<file path="src/rtl/sap_pkg.sv">
// Shared SAP package: CPU constants plus the parameters and state encoding
// used by the RAM dump port.
package sap_pkg;

    localparam int SAP_ADDR_W    = 8;
    localparam int SAP_DATA_W    = 16;
    localparam int SAP_RAM_DEPTH = 1 << SAP_ADDR_W;

    // CPU instruction opcodes occupy the upper byte of a RAM word.
    typedef enum logic [7:0] {
        OP_NOP = 8'h00,
        OP_LDA = 8'h01,
        OP_ADD = 8'h02,
        OP_SUB = 8'h03,
        OP_OUT = 8'h0E,
        OP_HLT = 8'h0F
    } sap_opcode_t;

    typedef enum logic [2:0] {
        IDLE = 3'd0,
        READ = 3'd1,
        WAIT = 3'd2,
        SEND = 3'd3,
        DONE = 3'd4
    } dump_state_t;

endpackage

</file>
<file path="src/rtl/ram_dump.sv">
// Walks a RAM read port from base_addr to last_addr (inclusive, wrapping)
// and streams each word downstream over a valid/ready handshake.
module ram_dump
    import sap_pkg::*;
#(
    parameter int ADDR_W = SAP_ADDR_W,
    parameter int DATA_W = SAP_DATA_W
) (
    input  logic              clk,
    input  logic              rst,
    input  logic              start,
    input  logic [ADDR_W-1:0] base_addr,
    input  logic [ADDR_W-1:0] last_addr,
    output logic              busy,
    output logic              done,
    output logic              mem_rd_en,
    output logic [ADDR_W-1:0] mem_addr,
    input  logic [DATA_W-1:0] mem_rd_data,
    output logic              out_valid,
    input  logic              out_ready,
    output logic [DATA_W-1:0] out_data,
    output logic [ADDR_W-1:0] out_addr,
    output logic              out_last
);

    dump_state_t       r_state;
    logic [ADDR_W-1:0] r_ptr;
    logic [ADDR_W-1:0] r_end;
    logic              r_busy;
    logic              r_done;
    logic              r_rd_en;
    logic [ADDR_W-1:0] r_mem_addr;
    logic              r_valid;
    logic [DATA_W-1:0] r_out_data;
    logic [ADDR_W-1:0] r_out_addr;
    logic              r_out_last;

    logic [ADDR_W-1:0] w_ptr_next;
    logic              w_handshake;

    // Natural overflow of the increment gives the modulo-2^ADDR_W wrap.
    assign w_ptr_next  = r_ptr + ADDR_W'(1);
    assign w_handshake = r_valid && out_ready;

    // NOTE: every register here uses <= so all updates see pre-edge values.
    always_ff @(posedge clk or posedge rst) begin
        if (rst) begin
            r_state    <= IDLE;
            r_ptr      <= '0;
            r_end      <= '0;
            r_busy     <= 1'b0;
            r_done     <= 1'b0;
            r_rd_en    <= 1'b0;
            r_mem_addr <= '0;
            r_valid    <= 1'b0;
            r_out_data <= '0;
            r_out_addr <= '0;
            r_out_last <= 1'b0;
        end else begin
            case (r_state)
                IDLE: begin
                    if (start) begin
                        r_ptr      <= base_addr;
                        r_end      <= last_addr;
                        r_mem_addr <= base_addr;
                        r_rd_en    <= 1'b1;
                        r_busy     <= 1'b1;
                        r_state    <= READ;
                    end
                end
                READ: begin
                    r_rd_en <= 1'b0;
                    r_state <= WAIT;
                end
                WAIT: begin
                    r_out_data <= mem_rd_data;
                    r_out_addr <= r_ptr;
                    r_out_last <= (r_ptr == r_end);
                    r_valid    <= 1'b1;
                    r_state    <= SEND;
                end
                SEND: begin
                    // Output word is held untouched while downstream stalls.
                    if (w_handshake) begin
                        r_valid <= 1'b0;
                        if (r_out_last) begin
                            r_done  <= 1'b1;
                            r_state <= DONE;
                        end else begin
                            r_ptr      <= w_ptr_next;
                            r_mem_addr <= w_ptr_next;
                            r_rd_en    <= 1'b1;
                            r_state    <= READ;
                        end
                    end
                end
                DONE: begin
                    r_done  <= 1'b0;
                    r_busy  <= 1'b0;
                    r_state <= IDLE;
                end
                default: begin
                    r_state <= IDLE;
                end
            endcase
        end
    end

    assign busy      = r_busy;
    assign done      = r_done;
    assign mem_rd_en = r_rd_en;
    assign mem_addr  = r_mem_addr;
    assign out_valid = r_valid;
    assign out_data  = r_out_data;
    assign out_addr  = r_out_addr;
    assign out_last  = r_out_last;

endmodule

</file>
<file path="config.mk">
export PLATFORM = sky130hd
export DESIGN_NAME = ram_dump
export DESIGN_NICKNAME = d
export VERILOG_FILES = /design/src/rtl/sap_pkg.sv /design/src/rtl/ram_dump.sv
export SDC_FILE = /design/constraint.sdc
export NUM_CORES = 1
export LEC_CHECK = 0
export ABC_AREA = 1
export CORE_UTILIZATION = 38
export DETAILED_ROUTE_END_ITERATION = 8
export PLACE_DENSITY_LB_ADDON = 0.3
export SYNTH_ARGS = -nofsm -noshare
export SYNTH_HDL_FRONTEND = slang
export SYNTH_SLANG_ARGS = --single-unit
</file>
<file path="constraint.sdc">
create_clock -name clk -period 3.2 [get_ports clk]
set_input_delay 0.96 -clock clk [delete_from_list [all_inputs] [get_ports clk]]
set_output_delay 0.96 -clock clk [all_outputs]
set_load 0.01 [all_outputs]
</file>
==> run metrics, run 1 <==
critical setup path kind=flip-flop to output port; mapped cell area=about 0.0022 mm^2; Pre-antenna DRT Iters=5; cts hold-fix bufs=0; grt met1 use=0.243; HP Class=flip-flop to flip-flop; Slew Viols, Final=0; Final min period=2380 ps; M3 GR Usage=0.0598; nets=just under 400; core area=0.00561 mm^2; CP bufs+invs=1; Largest delay share family, worst path=buffers and inverters; DRT iter0 DRCs=123; Clock Root Buffer=clkbuf_8; Post-synth EDFFs=0; Worst VDD drop=0.438 mV; Top Ports=73; Mean Syn Cell Area=8.11 um^2; clock buffer count from CTS=5; Async SR Flop Fraction=1.00; buffer count from post-CTS setup fixing=0; status=finished, final reports clean; Setup crit start kind=flip-flop; clock-pin transition on the worst setup and hold timing paths=~90 ps; Hold Fails Final Rpt=0; Synth area leaders=dfrtp_1 (54%), nand2_1 (21%), inv_1 (3.7%); placed inst area=0.00300 mm^2; Gates resized, CTS repair=0; Crit path required time=around 2200 ps; Max Cap Viol=0; ys flop type=dfrtp_1; CP Cell Sequence=clkdlybuf4s50_1; Slowest-stage cell, CP=clkdlybuf4s50_1; Residual DRC=0; Rows=27; RSZ-0062 raised after global routing=false; global routing's busiest layer=met2; Mapped Cells=276; critical path's largest stage delay=600 ps; Antenna diodes=0; Tcrit/Tclk final=0.743; leakage power=1.49 nW; max_slew headroom=0.598; maximum clock rate=0.420 GHz; Synth Register Bits=48; Post-synth top cells=nand2_1 (124), dfrtp_1 (48), inv_1 (22), nand3_1 (16), o21ai_0 (11); die width=78.8 um; most numerous cell in the Yosys netlist=nand2_1; synth unique cells=26; CTS max path bufs=2; # setup viols final=0; share of cells above drive strength 1=0.0688; Clock Skew=8.16 ps; number of global-route vias before repair=1850; Starting Density=0.399; post-detailed-route count of antenna-violating nets=0; Placer Congestion=0.780; CTS sink cnt=between 40 and 50; DP HPWL=3580 um; wire per inst=11.8 um; worst-path maximum fanout=9; largest net degree at the start of global routing=slightly below 50; PD cells=975 mW/mm^2; global-route wire length before repair=8720 um; grt total ovfl=0; TNS Setup=0 ps; Syn. warnings=0; Clock Latency Late Sink=a little over 300 ps; initial antenna violation count=0; Final Util=0.555; # port buffers=72; Design Area, Final=0.00311 mm^2; CP endpoint kind=output port; Placed Cells=413; Tightest Pin Transition=604 ps; area grow syn2layout=39.1%; full die area=0.00620 mm^2; Avg Vias per Cell=roughly 4.7; CTS tree=yes; Die Span Y=just under 80 um; Synth Net Count=313; sequential-to-total area share from yosys stat=0.537; CP arrival=between 1000 and 1500 ps; Synth top area share=0.537; Total GRT Usage=0.181; area leader, netlist=dfrtp_1; via count=1975; Post-Layout Cell Count=421; H-Tree Depth=2; Total Routed Length=4950 um; met2 usage=0.281
[layout make-up]
| class | instances | area (um^2) |
|---|---|---|
| clock buffer | 5 | 68.8 |
| clock inverter | 3 | 46.3 |
| fill | 572 | 2490 |
| inverter | 23 | 86.3 |
| multi-input combinational | 196 | 886 |
| sequential | 48 | 1200 |
| tap | 72 | 90.1 |
| timing repair buffer | 74 | 736 |
[through the flow]
| stage | setup WS [ps] | hold WS (ps) | total power, mW |
|---|---|---|---|
| global route | 770 | 505 | 3.33 |
| global placement | 820 | 454 | 2.58 |
| finish | 822 | 476 | 3.04 |
| detailed placement | 764 | 458 | 2.61 |
| CTS | 826 | 482 | 3.08 |
| floorplan | 1100 | 461 | 2.00 |
[flip-flops by register name, summed over array words and instances (netlist names)]
signal and flops:
r_state 3, done 1, r_end 8, mem_addr 8, out_data 16, out_valid 1, mem_rd_en 1, busy 1
out_last 1, out_addr 8
[layer usage]
metal  share of wire  up-vias
met5               0        -
met1            0.47      903
li1                -     1001
met4          0.0089        0
met2            0.45       66
met3           0.077        5
[cells by family (layout without fill, tap and decap cells)]
kind of cell,after synthesis,count (layout),share of synthesized area
AO/OA/AOI/OAI,27,27,0.0676
XOR/XNOR,3,3,0.0117
AND/OR/NAND/NOR,165,165,0.311
flip-flops,48,48,0.537
buffers and inverters,32,105,0.0676
adder cells (fa/ha/maj),1,1,0.00559
[power by group]
part / total, mW / internal (mW) / switching, mW / leakage [nW]
Sequential: 1.12 / 0.882 / 0.239 / 0.588
Combinational: 1.46 / 0.693 / 0.766 / 0.849
Clock: 0.455 / 0.236 / 0.219 / 0.0548
[final timing paths]
kind / from / to / slack [ps] / cells after the start
min in group asynchronous: rst / done / 1120 / 3
setup / recovery: mem_addr[2] / mem_addr[2] / 820 / 1
setup reg to reg: r_state[2] / out_valid / 1370 / 6
max in group asynchronous: rst / mem_addr[5] / 1680 / 3
hold / removal: out_data[15] / out_data[15] / 480 / 2
hold reg to reg: out_data[15] / out_data[15] / 480 / 2
[worst min-delay path: stages, from the launching register on]
cell     delay (ps)
dfrtp_1         350
nand2_1          50
nand2_1          40
[placed cells by master (no fill, tap or decap), types with 3 or more instances in the layout]
master           instances
clkdlybuf4s50_1         72
inv_1                   21
o21ai_2                  3
nand4_1                  4
o21ai_1                 10
nand3_1                 16
nor2_1                  10
nand2_1                124
or2_2                    4
dfrtp_1                 48
o21ai_0                 11
clkbuf_8                 5
No activity file was read; power rests on OpenSTA's default activity.
==> inputs of run 2 (changes only) <==
==> constraint.sdc (replaced) <==
create_clock -name clk -period 2.1 [get_ports clk]
set_input_delay 0.63 -clock clk [delete_from_list [all_inputs] [get_ports clk]]
set_output_delay 0.63 -clock clk [all_outputs]
set_load 0.01 [all_outputs]
==> run 2 against run 1 <==
Worst setup slack got worse by 730 ps. Clock power grew 7.0%. Register-to-register slack worse by 910 ps. Combinational power grew 62%. Critical endpoint unchanged. Hold slack gained 1.6 ps. Largest cell class unchanged. Sequential share of layout area shrank 0.14 points.
==> run metrics, run 2 (synthesis gave the netlist of run 1 again) <==
H-Tree Depth=2; Final min period=slightly above 2000 ps; Gates resized, CTS repair=0; max_slew headroom=0.621; status=finished, final reports clean; Largest register FFs=16; maximum clock rate=0.497 GHz; Slew Viols, Final=0; buffer count from post-CTS setup fixing=0; Avg Vias per Cell=between 4 and 5; Total GRT Usage=0.188; via count=approximately 2000; PD cells=1460 mW/mm^2; leakage power=1.51 nW; wire per inst=between 10 and 15 um; worst-path maximum fanout=9; commonest non-fill, non-tap cell in the layout=nand2_1; critical path's largest stage delay=between 500 and 600 ps; DP HPWL=3790 um; Clock Skew=about 2.4 ps; Worst VDD drop=0.655 mV; number of global-route vias before repair=1936; CP endpoint kind=output port; die width=78.8 um; CP bufs+invs=1; grt total ovfl=0; CP arrival=1380 ps; Clock Root Buffer=clkbuf_8; largest net degree at the start of global routing=~50; nets=391; Pre-antenna DRT Iters=4; Placer Congestion=0.807; RSZ-0062 raised after global routing=false; CTS sink cnt=48; core area=0.00561 mm^2; Clock Latency Late Sink=290 ps; Tcrit/Tclk final=0.959; Crit path required time=between 1000 and 1500 ps; DRT iter0 DRCs=111; Starting Density=0.399; Max Cap Viol=0; Slowest-stage cell, CP=clkdlybuf4s50_1; clock-pin transition on the worst setup and hold timing paths=80 ps; TNS Setup=0 ps; share of cells above drive strength 1=0.0767; CTS tree=yes; Tightest Pin Transition=568 ps; initial antenna violation count=0; CP Cell Sequence=clkdlybuf4s50_1; most frequent cells in the layout=nand2_1 (124), clkdlybuf4s50_1 (72), dfrtp_1 (48), inv_1 (21), nand3_1 (16); critical setup path kind=flip-flop to output port; Setup crit start kind=flip-flop; # setup viols final=0; full die area=0.00620 mm^2; global-route wire length before repair=9070 um; Top Ports=between 70 and 80; Hold Fails Final Rpt=0; post-detailed-route count of antenna-violating nets=0; Antenna diodes=0; cts hold-fix bufs=0; HP Class=flip-flop to flip-flop; Rows=27; Total Routed Length=5160 um; Largest delay share family, worst path=buffers and inverters; Die Span Y=between 70 and 80 um; Tot Pwr=around 4.5 mW; clock buffer count from CTS=5; Residual DRC=0; # port buffers=72; area grow syn2layout=39.6%; Layout fillers=555; CTS max path bufs=2
==> run 2: cell types whose count changed in the layout (fill, tap and decap cells not counted), sizes merged <==
cell	previous run	this run
buf	2	8
inv	24	23
bufinv	1	0
clkinvlp	1	0
==> run 2: power breakdown <==
| part | leakage, nW | internal (mW) | switching, mW |
|---|---|---|---|
| logic | 0.884 | 1.15 | 1.22 |
| clock network | 0.0359 | 0.215 | 0.272 |
| registers | 0.588 | 1.35 | 0.350 |
| total | 1.51 | 2.71 | 1.84 |
==> run 2: final cells by class <==
class	instances	area, um^2	area share
Clock buffer	5	68.8	0.0220
Inverter	23	86.3	0.0276
Multi-Input combinational cell	196	886	0.283
Sequential cell	48	1200	0.384
Tap cell	72	90.1	0.0288
Timing Repair Buffer	80	793	0.254
==> run 2: layer usage <==
layer | global-route usage | vias up | routed length, um
met2 | 0.292 | 60 | 2350
met5 | 0 | - | 0
met4 | 0.0500 | 0 | 46
met1 | 0.254 | 903 | 2410
li1 | - | 1007 | -
met3 | 0.0586 | 6 | 350
==> run 2: path summary, 6_finish.rpt <==
| kind | from | to | slack, ps | cells after the start |
|---|---|---|---|---|
| setup / recovery | mem_addr[2] | mem_addr[2] | 90 | 1 |
| setup reg to reg | r_state[0] | mem_rd_en | 460 | 8 |
| hold / removal | out_data[4] | out_data[4] | 480 | 2 |
| min in group asynchronous | rst | r_state[2] | 680 | 3 |
| hold reg to reg | out_data[4] | out_data[4] | 480 | 2 |
| max in group asynchronous | rst | out_addr[3] | 1190 | 3 |
==> run 2: stage by stage <==
stage               hold WS (ps)  area (um^2)  setup WS, ps  utilization  std cells
detailed placement           461         3060           121        0.545        419
finish                       478         3130          87.1        0.557        424
CTS                          481         3130          70.9        0.557        424
floorplan                    461         2240           326            -        276
global placement             454         3060           168        0.545        419
global route                 506         3130          20.6        0.557        424
